`src/rtl/ca_pkg.sv`:
```
// ----------------------------------------------------------------------------
// ca_pkg
// Shared definitions for the MEM-stage SRAM controller.
//   DATA_W        : datapath width (32).
//   BASE_ADDR_DEF : default byte address that maps onto SRAM word 0.
//   state_t       : controller FSM state encoding (IDLE / ACCESS / DONE).
// ----------------------------------------------------------------------------
package ca_pkg;

   localparam int          DATA_W        = 32;
   localparam logic [31:0] BASE_ADDR_DEF = 32'd1024;

   typedef enum logic [1:0] {
      IDLE   = 2'd0,
      ACCESS = 2'd1,
      DONE   = 2'd2
   } state_t;

endpackage

```
`src/rtl/mem_stage_sram_ctrl.sv`:
```
// ----------------------------------------------------------------------------
// mem_stage_sram_ctrl
// MEM pipeline stage. Services LDR/STR against a single-port synchronous SRAM
// with a fixed multi-cycle access latency, and passes the ALU result,
// wb_enable and dest_reg straight through to the MEM/WB register.
//
// Ports:
//   clk, rst            : clock (rising edge), asynchronous active-high reset
//   alu_result_in       : byte address for loads/stores, otherwise ALU result
//   val_rm_in           : store data
//   mem_read_in/_write_in : load / store request (both set = treated as store)
//   wb_enable_in, dest_reg_in : pass-through
//   alu_result_out, mem_read_out, wb_enable_out, dest_reg_out : combinational
//                         copies of the matching inputs
//   mem_data_out        : registered load data, held until the next load ends
//   ready               : pipeline stall handshake (see below)
//   sram_addr/_wdata/_rdata/_ce_n/_we_n : SRAM interface, strobes active low
//
// Handshake: `ready` is the only flow-control signal. When ready=0 every
// upstream pipeline register (IF/ID/EXE) and MEM_stage_reg must hold, which
// keeps all *_in signals stable for the whole access. When ready=1 the
// pipeline advances on the next rising edge. A memory op therefore sees
// ready=0 for WAIT_CYCLES+1 cycles (request cycle + ACCESS cycles) followed by
// exactly one ready=1 cycle in DONE; non-memory ops never drop ready.
//
// The current FSM state is available as the internal signal `state` for
// debug observation.
// ----------------------------------------------------------------------------
module mem_stage_sram_ctrl
   import ca_pkg::*;
#(
   parameter logic [31:0] BASE_ADDR   = BASE_ADDR_DEF,
   parameter int          ADDR_W      = 16,
   parameter int          WAIT_CYCLES = 4
) (
   input  logic              clk,
   input  logic              rst,
   input  logic [31:0]       alu_result_in,
   input  logic [31:0]       val_rm_in,
   input  logic              mem_read_in,
   input  logic              mem_write_in,
   input  logic              wb_enable_in,
   input  logic [3:0]        dest_reg_in,
   output logic [31:0]       alu_result_out,
   output logic [31:0]       mem_data_out,
   output logic              mem_read_out,
   output logic              wb_enable_out,
   output logic [3:0]        dest_reg_out,
   output logic              ready,
   output logic [ADDR_W-1:0] sram_addr,
   output logic [31:0]       sram_wdata,
   input  logic [31:0]       sram_rdata,
   output logic              sram_ce_n,
   output logic              sram_we_n
);

   localparam logic [3:0] LAST_CNT = 4'(WAIT_CYCLES - 1);

   state_t      state, state_nx;
   logic [3:0]  cnt;
   logic        req;
   logic        last_access;
   logic [31:0] byte_off;

   assign req         = mem_read_in | mem_write_in;
   assign last_access = (state == ACCESS) && (cnt == LAST_CNT);

   // Pass-through to MEM/WB.
   assign alu_result_out = alu_result_in;
   assign mem_read_out   = mem_read_in;
   assign wb_enable_out  = wb_enable_in;
   assign dest_reg_out   = dest_reg_in;

   // Word address: rebase, drop the byte offset, truncate (wraps, no bounds check).
   assign byte_off   = alu_result_in - BASE_ADDR;
   assign sram_addr  = ADDR_W'(byte_off >> 2);
   assign sram_wdata = val_rm_in;

   // Strobes are decoded from the registered state and the frozen inputs, so
   // they cannot glitch; outside ACCESS both stay deasserted.
   always_comb begin
      state_nx  = state;
      ready     = 1'b1;
      sram_ce_n = 1'b1;
      sram_we_n = 1'b1;
      case (state)
         IDLE: begin
            ready = ~req;  // freeze in the request cycle itself
            if (req) state_nx = ACCESS;
         end
         ACCESS: begin
            ready     = 1'b0;
            sram_ce_n = 1'b0;
            sram_we_n = ~mem_write_in;  // read+write together resolves to write
            if (cnt == LAST_CNT) state_nx = DONE;
         end
         DONE: begin
            // Pipeline advances on this edge; a back-to-back request is
            // picked up from IDLE, costing one extra freeze cycle.
            state_nx = IDLE;
         end
         default: state_nx = IDLE;
      endcase
   end

   always_ff @(posedge clk or posedge rst) begin
      if (rst) begin
         state <= IDLE;
         cnt   <= 4'd0;
      end else begin
         state <= state_nx;
         if (state == IDLE && req) cnt <= 4'd0;
         else if (state == ACCESS) cnt <= cnt + 4'd1;
      end
   end

   // Load data is valid on sram_rdata only in the last ACCESS cycle.
   always_ff @(posedge clk or posedge rst) begin
      if (rst) mem_data_out <= 32'd0;
      else if (last_access && mem_read_in && !mem_write_in) mem_data_out <= sram_rdata;
   end

   // Simultaneous load and store is an upstream decode error.
   a_no_rd_wr: assert property (@(posedge clk) disable iff (rst)
                                !(mem_read_in && mem_write_in));

endmodule

```
`config.mk`:
```
export PLATFORM = sky130hd
export DESIGN_NAME = mem_stage_sram_ctrl
export DESIGN_NICKNAME = d
export VERILOG_FILES = /design/src/rtl/ca_pkg.sv /design/src/rtl/mem_stage_sram_ctrl.sv
export SDC_FILE = /design/constraint.sdc
export NUM_CORES = 1
export LEC_CHECK = 0
export BUFFER_PORTS_ARGS = -buffer_cell sky130_fd_sc_hd__clkbuf_2
export CAP_MARGIN = 20
export CORE_AREA = 3 3 86 88
export DETAILED_ROUTE_END_ITERATION = 7
export DIE_AREA = 0 0 89 91
export PLACE_DENSITY = 0.76
export RECOVER_POWER = 25
export SKIP_LAST_GASP = 1
export SYNTH_ARGS = -nofsm -noshare
export SYNTH_HDL_FRONTEND = slang
export SYNTH_SLANG_ARGS = --single-unit
```
`constraint.sdc`:
```
create_clock -name clk -period 4.65 [get_ports clk]
set_input_delay 0.2325 -clock clk [delete_from_list [all_inputs] [get_ports clk]]
set_output_delay 0.2325 -clock clk [all_outputs]
set_load 0.01 [all_outputs]
```
==> results of run 1 <==
[state kept, by name, indices dropped and copies added (netlist names)]
register / flops
cnt: 4
state: 2
mem_data_out: 32
[logic make-up (layout without fill, tap and decap cells)]
group	Yosys count	in the layout	share of synthesized area
AOI/OAI and AO/OA	6	6	0.0169
xor gates and xnor gates	7	7	0.0266
adders and majority gates	2	2	0.0109
buffers and inverters	87	110	0.279
DFF	38	38	0.413
muxes	32	32	0.206
and+or+nand+nor	18	18	0.0479
[worst max-delay path, cell delays in order (launching register included)]
cell and delay (ns):
dfrtp_1 0.38, ha_1 0.19, and4bb_2 0.29, nand3_4 0.47, mux2_4 0.49
[cells in the final DEF, fill, tap and decap left out, drive strengths merged]
| cell | instances |
|---|---|
| nor2 | 5 |
| nor2b | 2 |
| inv | 6 |
| nand3 | 3 |
| ha | 2 |
| clkinv | 1 |
| a21oi | 1 |
| nor3 | 2 |
| xor2 | 4 |
| and4bb | 1 |
| dfrtp | 38 |
| buf | 1 |
| clkinvlp | 1 |
| a22o | 2 |
| clkbuf | 101 |
| nor3b | 2 |
| nand2 | 2 |
| o21ai | 2 |
| xnor2 | 3 |
| nand2b | 1 |
| a31oi | 1 |
| mux2 | 32 |
[through the flow]
step	power, mW	util	cells	hold WS, ns	setup WS [ns]
6_report	1.32	0.351	293	0.0262	2.69
5_1_grt	1.42	0.351	293	0.0884	2.57
4_1_cts	1.34	0.351	293	0.0482	2.67
3_5_place_dp	1.10	0.337	285	0.364	2.68
3_3_place_gp	1.08	0.337	285	0.343	2.75
2_1_floorplan	0.955	-	190	0.381	3.11
[final cells by class]
class	count	area share
Inverter	6	0.00954
Multi-Input combinational cell	65	0.300
Clock buffer	6	0.0350
Sequential cell	38	0.403
Clock inverter	2	0.00530
Timing Repair Buffer	96	0.205
Tap cell	80	0.0424
[worst paths after layout]
check	depth (start not counted)	slack (ns)	start	endpoint
worst max-delay path	4	2.69	cnt[0]$_DFFE_PP0P_	mem_data_out[27]$_DFFE_PP0P_
worst min-delay path	2	0.03	rst	mem_data_out[22]$_DFFE_PP0P_
worst max register to register	4	2.69	cnt[0]$_DFFE_PP0P_	mem_data_out[27]$_DFFE_PP0P_
worst min register to register	1	0.51	mem_data_out[4]$_DFFE_PP0P_	mem_data_out[4]$_DFFE_PP0P_
max in group asynchronous	3	3.88	rst	mem_data_out[31]$_DFFE_PP0P_
min in group clk	2	0.17	sram_rdata[22]	mem_data_out[22]$_DFFE_PP0P_
[power breakdown]
part | internal [mW] | leakage, nW | switching [mW] | total, mW
logic | 0.305 | 0.837 | 0.220 | 0.525
clock network | 0.119 | 0.0472 | 0.114 | 0.234
registers | 0.474 | 0.485 | 0.0871 | 0.561
[metal layers]
metal  track usage  part of all wire  vias to the layer above
li1              -                 -                      581
met1         0.114              0.36                      612
met2         0.179              0.50                       88
met3        0.0445              0.11                       20
met4        0.0571             0.034                        0
met5             0                 0                        -
[cell usage after synthesis (all sizes together)]
master  instances
a21oi           1
nor3b           2
a22o            2
o21ai           2
nand2           2
dfrtp          38
nor2            5
nand2b          1
inv             6
nor2b           2
nand3           3
xnor2           3
xor2            4
and4bb          1
ha              2
a31oi           1
mux2           32
nor3            2
buf            81
==> impl_metrics.py, run 1 <==
metrics = {
    "cts": {
        "cts_setup_buffers": 0,
        "clk_pin_slew_ns": 0.08,
        "cts_max_path_buffers": 2,
        "holdBufCountCts": 0,
        "root_buffer": "clkbuf_8",
        "htree_levels": 2,
        "ctsResizeCount": 0,
        "cts_tree": "done",
        "clkSinkCount": 38,
        "insertion_delay_ns": 0.28,
        "cts-buffers-inserted": 5,
    },
    "sta": {
        "rsz0062_at_grt": "no",
        "drv_slew": 0,
        "clock.fmax_ghz": 0.509,
        "slew_headroom": 0.539,
        "setup_viol": 0,
        "skew_ns": 0.00676,
        "worst_slew_pin_slew_ns": 0.690,
        "min_period_ns": 1.96,
        "fin_crit_sh": 0.423,
        "hold_viol": 0,
        "tns_ns": 0,
    },
    "final_layout": {
        "nFillCells": 653,
        "diodes": 0,
        "multi_input_area_um2": 708,
        "final_area_um2": 2360,
        "register_area_um2": 951,
        "fin_nets": 319,
        "drive_gt1_frac": 0.648,
        "area.growth.synth_to_final_pct": 2.56,
    },
    "grt": {
        "antenna_found_initial": 0,
        "grt_max_degree": 33,
        "grt-ovfl-total": 0,
        "grt_usage": 0.108,
        "grt_pass1_vias": 1303,
        "grt_first_pass_wirelength_mm": 6.80,
    },
    "logic_synthesis": {
        "ys_seq_area_frac": 0.413,
        "synth-seq-cells": 38,
        "yosysTopAreaCellShare": 0.413,
        "synth_area_leader_cell": "dfrtp_1",
        "synth.distinct_cells": 22,
        "syn_area_per_cell_um2": 12.1,
        "post_synth_instance_area_um2": 2300,
        "synth_nets": 297,
        "yosys_warnings": 0,
        "syn_inst": 190,
        "synth.area.top_cells": "dfrtp_1 41%, buf_4 25%, mux2_4 20%, xor2_1 1.5%, buf_6 1.5%",
    },
    "status": {
        "status": "complete, no violations",
    },
    "setup_path": {
        "cp_data_arrival_time_ns": 2.13,
        "cp-end-kind": "flop",
        "cp_max_fo": 32,
        "path_class": "reg2reg",
        "cp.required_ns": 4.81,
        "critPathLaunchType": "flop",
    },
    "hold_path": {
        "hold_class": "in2async",
    },
    "power": {
        "power.leakage_nw": 1.37,
        "p_per_area_nw_per_um2": 559,
        "max-vdd-ir-drop_uv": 150,
    },
    "floorplan": {
        "start_util": 0.342,
        "dieArea_um2": 8100,
        "fp.dieW_um": 89,
        "core_region_area_um2": 6720,
        "rows": 30,
        "dieHeight_um": 91,
        "num_io_pins": 226,
    },
    "placed_design": {
        "gp_congestion": 0.721,
        "placed_cell_area_um2": 2260,
        "portBuffers": 95,
        "dp_hpwl_mm": 3.66,
    },
    "job": {
        "maxCapViolCount": 0,
    },
    "drt": {
        "vias_per_cell": 4.44,
        "drt-initial-drc-count": 27,
        "wire_per_inst_um": 15.6,
        "drc": 0,
        "drtAntennaViolNets": 0,
        "wl_mm": 4.58,
        "drt-pass1-iter-count": 4,
        "vias": 1301,
    },
}
No activity file was read; power rests on OpenSTA's default activity.
==> run 2: changes to the inputs <==
--- a/config.mk
+++ b/config.mk
@@ -7,10 +7,10 @@
 export LEC_CHECK = 0
 export BUFFER_PORTS_ARGS = -buffer_cell sky130_fd_sc_hd__clkbuf_2
 export CAP_MARGIN = 20
-export CORE_AREA = 3 3 86 88
+export CORE_MARGIN = 3
+export CORE_UTILIZATION = 33
 export DETAILED_ROUTE_END_ITERATION = 7
-export DIE_AREA = 0 0 89 91
-export PLACE_DENSITY = 0.76
+export PLACE_DENSITY = 0.78
 export RECOVER_POWER = 25
 export SKIP_LAST_GASP = 1
 export SYNTH_ARGS = -nofsm -noshare
==> constraint.sdc (replaced) <==
create_clock -name clk -period 1.8 [get_ports clk]
set_input_delay 0.09 -clock clk [delete_from_list [all_inputs] [get_ports clk]]
set_output_delay 0.09 -clock clk [all_outputs]
set_load 0.01 [all_outputs]
==> impl_metrics.py, run 2 (synthesis results as in run 1) <==
metrics = {
    "status": {
        "status": "complete, no violations",
    },
    "setup_path": {
        "crit_buf_inv": 1,
        "critical_path.top_delay_family": "simple AND/OR/NAND/NOR gates",
        "cpPeakStageDelay_ns": 0.39,
        "cp-end-kind": "flop",
        "path_class": "reg2reg",
        "cp.required_ns": 1.97,
        "cp_slowest_cell": "dfrtp_1",
        "path_cells": "ha_1 -> and4bb_2 -> nand3_4 -> clkbuf_16 -> mux2_4",
        "cp_data_arrival_time_ns": 1.85,
        "cp_max_fo": 8,
        "critPathLaunchType": "flop",
    },
    "power": {
        "max-vdd-ir-drop_uv": 622,
        "power.leakage_nw": 1.44,
        "p_per_area_nw_per_um2": 1480,
    },
    "grt": {
        "antenna_found_initial": 0,
        "grt_max_degree": 39,
        "grt_first_pass_wirelength_mm": 6.35,
        "grt_pass1_vias": 1280,
        "grt-ovfl-total": 0,
        "grt_usage": 0.103,
    },
    "cts": {
        "insertion_delay_ns": 0.28,
        "cts-buffers-inserted": 5,
        "cts_max_path_buffers": 2,
        "clkSinkCount": 38,
        "clk_pin_slew_ns": 0.08,
        "htree_levels": 2,
        "ctsResizeCount": 0,
        "cts_tree": "done",
        "root_buffer": "clkbuf_8",
    },
    "sta": {
        "worst_slew_pin_slew_ns": 0.494,
        "tns_ns": 0,
        "drv_slew": 0,
        "skew_ns": 0.00527,
        "setup_viol": 0,
        "rsz0062_at_grt": "no",
        "clock.fmax_ghz": 0.595,
        "min_period_ns": 1.68,
        "slew_headroom": 0.671,
        "hold_viol": 0,
        "fin_crit_sh": 0.934,
    },
    "drt": {
        "drtAntennaViolNets": 0,
        "wl_mm": 4.48,
        "vias": 1348,
        "vias_per_cell": 4.28,
        "drt-initial-drc-count": 31,
        "drt-pass1-iter-count": 4,
        "wire_per_inst_um": 14.2,
        "drc": 0,
    },
    "placed_design": {
        "gp_congestion": 0.681,
        "dp_hpwl_mm": 3.39,
        "placed_cell_area_um2": 2320,
        "portBuffers": 95,
    },
    "floorplan": {
        "fp.dieW_um": 89.5,
        "rows": 29,
        "start_util": 0.350,
        "num_io_pins": 226,
        "dieHeight_um": 89.5,
        "core_region_area_um2": 6570,
        "dieArea_um2": 8010,
    },
    "final_layout": {
        "diodes": 0,
        "largest_reg_flops": 32,
        "final_cell_mix": "95 x clkbuf_2, 38 x dfrtp_1, 30 x mux2_4",
        "top_regs": "mem_data_out x32, cnt x4, state x2",
        "fin_nets": 328,
        "regMostFlops": "mem_data_out",
        "drive_gt1_frac": 0.658,
        "final_area_um2": 2530,
        "area.growth.synth_to_final_pct": 9.79,
        "final_common_cell": "clkbuf_2",
        "finish.utilization": 0.385,
    },
    "hold_path": {
        "hold_class": "in2reg",
    },
    "job": {
        "maxCapViolCount": 0,
    },
}
-- run 2: cell types whose count changed in the layout (fill, tap and decap cells not counted) --
cell,change
bufinv_16,+2
clkinv_2,-1
clkbuf_16,+1
nand3_2,+1
buf_4,+5
buf_12,+1
dlygate4sd3_1,+1
clkinvlp_4,-1
-- run 2: timing repair --
item	CTS	global route
buffers inserted	0	2
endpoints found under the setup margin	0	18
hold buffers	1	0
endpoints found under the hold margin	38	0
-- run 2: final cells by class --
cell class,count,area [um^2]
Clock buffer,6,82.6
Clock inverter,2,60.1
Fill cell,634,4040
Inverter,6,22.5
Multi-Input combinational cell,66,718
Sequential cell,38,951
Tap cell,93,116
Timing Repair Buffer,104,576
-- run 2: power by group --
part	leakage, nW	internal, mW	switching (mW)
Sequential	0.485	1.22	0.235
Combinational	0.887	0.809	0.571
Clock	0.0714	0.591	0.305
Total	1.44	2.63	1.11
-- run 2: metal layers --
metal | GRT usage | routed length (um) | vias up
li1 | - | - | 605
met1 | 0.120 | 1790 | 655
met2 | 0.169 | 2290 | 82
met3 | 0.0378 | 381 | 6
met4 | 0.0460 | 17 | 0
met5 | 0 | 0 | -
-- run 2: final timing paths --
kind	startpoint	end	slack (ns)	cells past startpoint
max reg2reg	cnt[0]$_DFFE_PP0P_	mem_data_out[16]$_DFFE_PP0P_	0.12	5
min	sram_rdata[1]	mem_data_out[1]$_DFFE_PP0P_	0.03	2
max in group asynchronous	rst	mem_data_out[18]$_DFFE_PP0P_	0.99	4
min reg2reg	mem_data_out[15]$_DFFE_PP0P_	mem_data_out[15]$_DFFE_PP0P_	0.51	1
min in group asynchronous	rst	mem_data_out[15]$_DFFE_PP0P_	0.47	4
max	cnt[0]$_DFFE_PP0P_	mem_data_out[16]$_DFFE_PP0P_	0.12	5
-- run 2: per-stage QoR --
stage	power (mW)	hold slack [ns]	worst slack, ns	std cells
floorplan	2.47	0.233	0.261	190
global placement	2.80	0.180	0.128	302
detailed placement	2.86	0.180	0.0750	302
CTS	3.78	0.0163	0.0543	311
global route	3.99	0.0161	0.0108	315
finish	3.74	0.0316	0.119	315
==> run 3: changes to the inputs <==
--- a/config.mk
+++ b/config.mk
@@ -5,14 +5,14 @@
 export SDC_FILE = /design/constraint.sdc
 export NUM_CORES = 1
 export LEC_CHECK = 0
+export ABC_AREA = 1
 export BUFFER_PORTS_ARGS = -buffer_cell sky130_fd_sc_hd__clkbuf_2
 export CAP_MARGIN = 20
 export CORE_MARGIN = 3
-export CORE_UTILIZATION = 33
+export CORE_UTILIZATION = 34
 export DETAILED_ROUTE_END_ITERATION = 7
 export PLACE_DENSITY = 0.78
 export RECOVER_POWER = 25
-export SKIP_LAST_GASP = 1
 export SYNTH_ARGS = -nofsm -noshare
 export SYNTH_HDL_FRONTEND = slang
 export SYNTH_SLANG_ARGS = --single-unit
==> impl_metrics.py, run 3 <==
metrics = {
    "cts": {
        "insertion_delay_ns": 0.29,
        "clk_pin_slew_ns": 0.09,
        "ctsResizeCount": 0,
        "htree_levels": 2,
        "cts_setup_buffers": 0,
        "cts_max_path_buffers": 2,
        "cts-buffers-inserted": 5,
        "cts_tree": "done",
        "holdBufCountCts": 1,
        "root_buffer": "clkbuf_8",
        "clkSinkCount": 38,
    },
    "sta": {
        "rsz0062_at_grt": "no",
        "min_period_ns": 1.62,
        "tns_ns": 0,
        "whs_ns": 0.0269,
        "slew_headroom": 0.680,
        "skew_ns": 0.0142,
        "clock.fmax_ghz": 0.617,
        "setup_viol": 0,
        "fin_crit_sh": 0.900,
        "hold_viol": 0,
        "worst_slew_pin_slew_ns": 0.480,
        "drv_slew": 0,
        "worst_slack_ns": 0.180,
    },
    "drt": {
        "drc": 0,
        "drt-initial-drc-count": 73,
        "wl_mm": 5.10,
        "drtAntennaViolNets": 0,
        "drt-pass1-iter-count": 4,
        "vias": 1889,
        "vias_per_cell": 4.69,
        "wire_per_inst_um": 12.7,
    },
    "logic_synthesis": {
        "synth-seq-cells": 38,
        "yosysTopAreaCellShare": 0.394,
        "syn_area_per_cell_um2": 8.36,
        "synth_top_flop_cell": "dfrtp_1",
        "post_synth_instance_area_um2": 2420,
        "synth.most_common_cell": "buf_4",
        "synth_area_leader_cell": "dfrtp_1",
        "yosys_warnings": 0,
        "synth_edf_count": 0,
        "syn_inst": 289,
        "synth_nets": 396,
        "async_flop_share": 1.00,
        "ys_seq_area_frac": 0.394,
        "synth_common_cells": "84 x buf_4, 78 x nand2_1, 38 x dfrtp_1",
        "synth.distinct_cells": 22,
        "synth.area.top_cells": "dfrtp_1 39%, buf_4 26%, nand2_1 12%, nand4_1 8.8%, inv_1 2.3%",
    },
    "hold_path": {
        "hold_class": "in2reg",
    },
    "setup_path": {
        "cp_data_arrival_time_ns": 1.53,
        "cp-end-kind": "output port",
        "cp_max_fo": 14,
        "cp.required_ns": 1.71,
        "critPathLaunchType": "flop",
        "path_class": "reg2out",
    },
    "floorplan": {
        "rows": 30,
        "dieHeight_um": 90.3,
        "num_io_pins": 226,
        "fp.dieW_um": 90.3,
        "dieArea_um2": 8150,
        "core_region_area_um2": 6830,
        "start_util": 0.354,
    },
    "job": {
        "maxCapViolCount": 0,
    },
    "final_layout": {
        "area.growth.synth_to_final_pct": 1.61,
        "diodes": 0,
        "finish.utilization": 0.359,
        "drive_gt1_frac": 0.371,
        "top_regs": "mem_data_out x32, cnt x4, state x2",
        "fin_nets": 413,
        "final_cells": 403,
        "nFillCells": 739,
        "final_common_cell": "clkbuf_2",
        "final_cell_mix": "95 x clkbuf_2, 78 x nand2_1, 38 x dfrtp_1",
        "regMostFlops": "mem_data_out",
        "largest_reg_flops": 32,
    },
    "placed_design": {
        "dp.cells": 394,
        "dp_hpwl_mm": 3.79,
        "gp_congestion": 0.693,
        "portBuffers": 95,
        "preCtsSetupSlack_ns": 0.182,
    },
    "power": {
        "p_per_area_nw_per_um2": 1540,
        "max-vdd-ir-drop_uv": 722,
        "power.leakage_nw": 1.41,
    },
    "grt": {
        "grt_pass1_vias": 1785,
        "antenna_found_initial": 0,
        "grt_usage": 0.123,
        "grt-ovfl-total": 0,
        "grt_first_pass_wirelength_mm": 8.38,
        "grt_max_degree": 39,
    },
    "status": {
        "status": "complete, no violations",
    },
}
==> run 3: cell types whose count changed in the layout (fill, tap and decap cells not counted), sizes merged, moves of 5 or more <==
cell and change:
nand2 +77, nand4 +34, o21ai +7, mux2 -32, nor2 +5, inv +11
==> run 3: power by group <==
| part | switching (mW) | internal [mW] | total [mW] |
|---|---|---|---|
| Sequential | 0.277 | 1.28 | 1.56 |
| Combinational | 1.03 | 0.612 | 1.64 |
| Clock | 0.311 | 0.274 | 0.585 |
| Total | 1.62 | 2.17 | 3.79 |
==> run 3: layer usage <==
layer	track usage	part of all wire
met5	0	0
met4	0.0638	0.030
met3	0.0400	0.090
met2	0.208	0.49
met1	0.138	0.39
==> run 3: through the flow <==
| stage | total power, mW | instance area, um^2 |
|---|---|---|
| after floorplan | 2.79 | 2420 |
| after global routing | 4.11 | 2450 |
| after detailed placement | 3.25 | 2360 |
| final | 3.79 | 2450 |
| after global placement | 3.19 | 2360 |
| after CTS | 3.85 | 2450 |
==> run 3: layout make-up <==
class / instances / area, um^2 / share of cell area
clock buffer: 6 / 72.6 / 0.0296
clock inverter: 2 / 13.8 / 0.00561
inverter: 17 / 63.8 / 0.0260
multi-input combinational: 143 / 711 / 0.290
sequential: 38 / 951 / 0.387
tap: 96 / 120 / 0.0489
timing repair buffer: 101 / 523 / 0.213
==> run 3: path summary, 6_finish.rpt <==
kind                                                 to                         start  depth (start not counted)  slack [ns]
setup / recovery                                  ready          state[1]$_DFFE_PP0P_                          5        0.18
hold / removal             mem_data_out[16]$_DFFE_PP0P_                sram_rdata[16]                          3        0.03
setup reg to reg           mem_data_out[23]$_DFFE_PP0P_            cnt[1]$_DFFE_PP0P_                          6        0.19
hold reg to reg            mem_data_out[11]$_DFFE_PP0P_  mem_data_out[11]$_DFFE_PP0P_                          2        0.48
max in group asynchronous  mem_data_out[24]$_DFFE_PP0P_                           rst                          4        1.02
min in group asynchronous  mem_data_out[14]$_DFFE_PP0P_                           rst                          4        0.43
==> run 3: kinds of logic after synthesis <==
| family | count (synthesis) | synth area share |
|---|---|---|
| buf+inv | 108 | 0.312 |
| xor+xnor | 2 | 0.00725 |
| fa+ha+maj | 2 | 0.0104 |
| simple gates | 129 | 0.256 |
| flops | 38 | 0.394 |
| compound gates | 10 | 0.0207 |
==> run 3: critical path, cell delays in order (launching register included) <==
cell and delay [ns]:
dfrtp_1 0.41, nor2_4 0.32, inv_1 0.15, nand2_1 0.19, inv_1 0.06, clkbuf_2 0.12
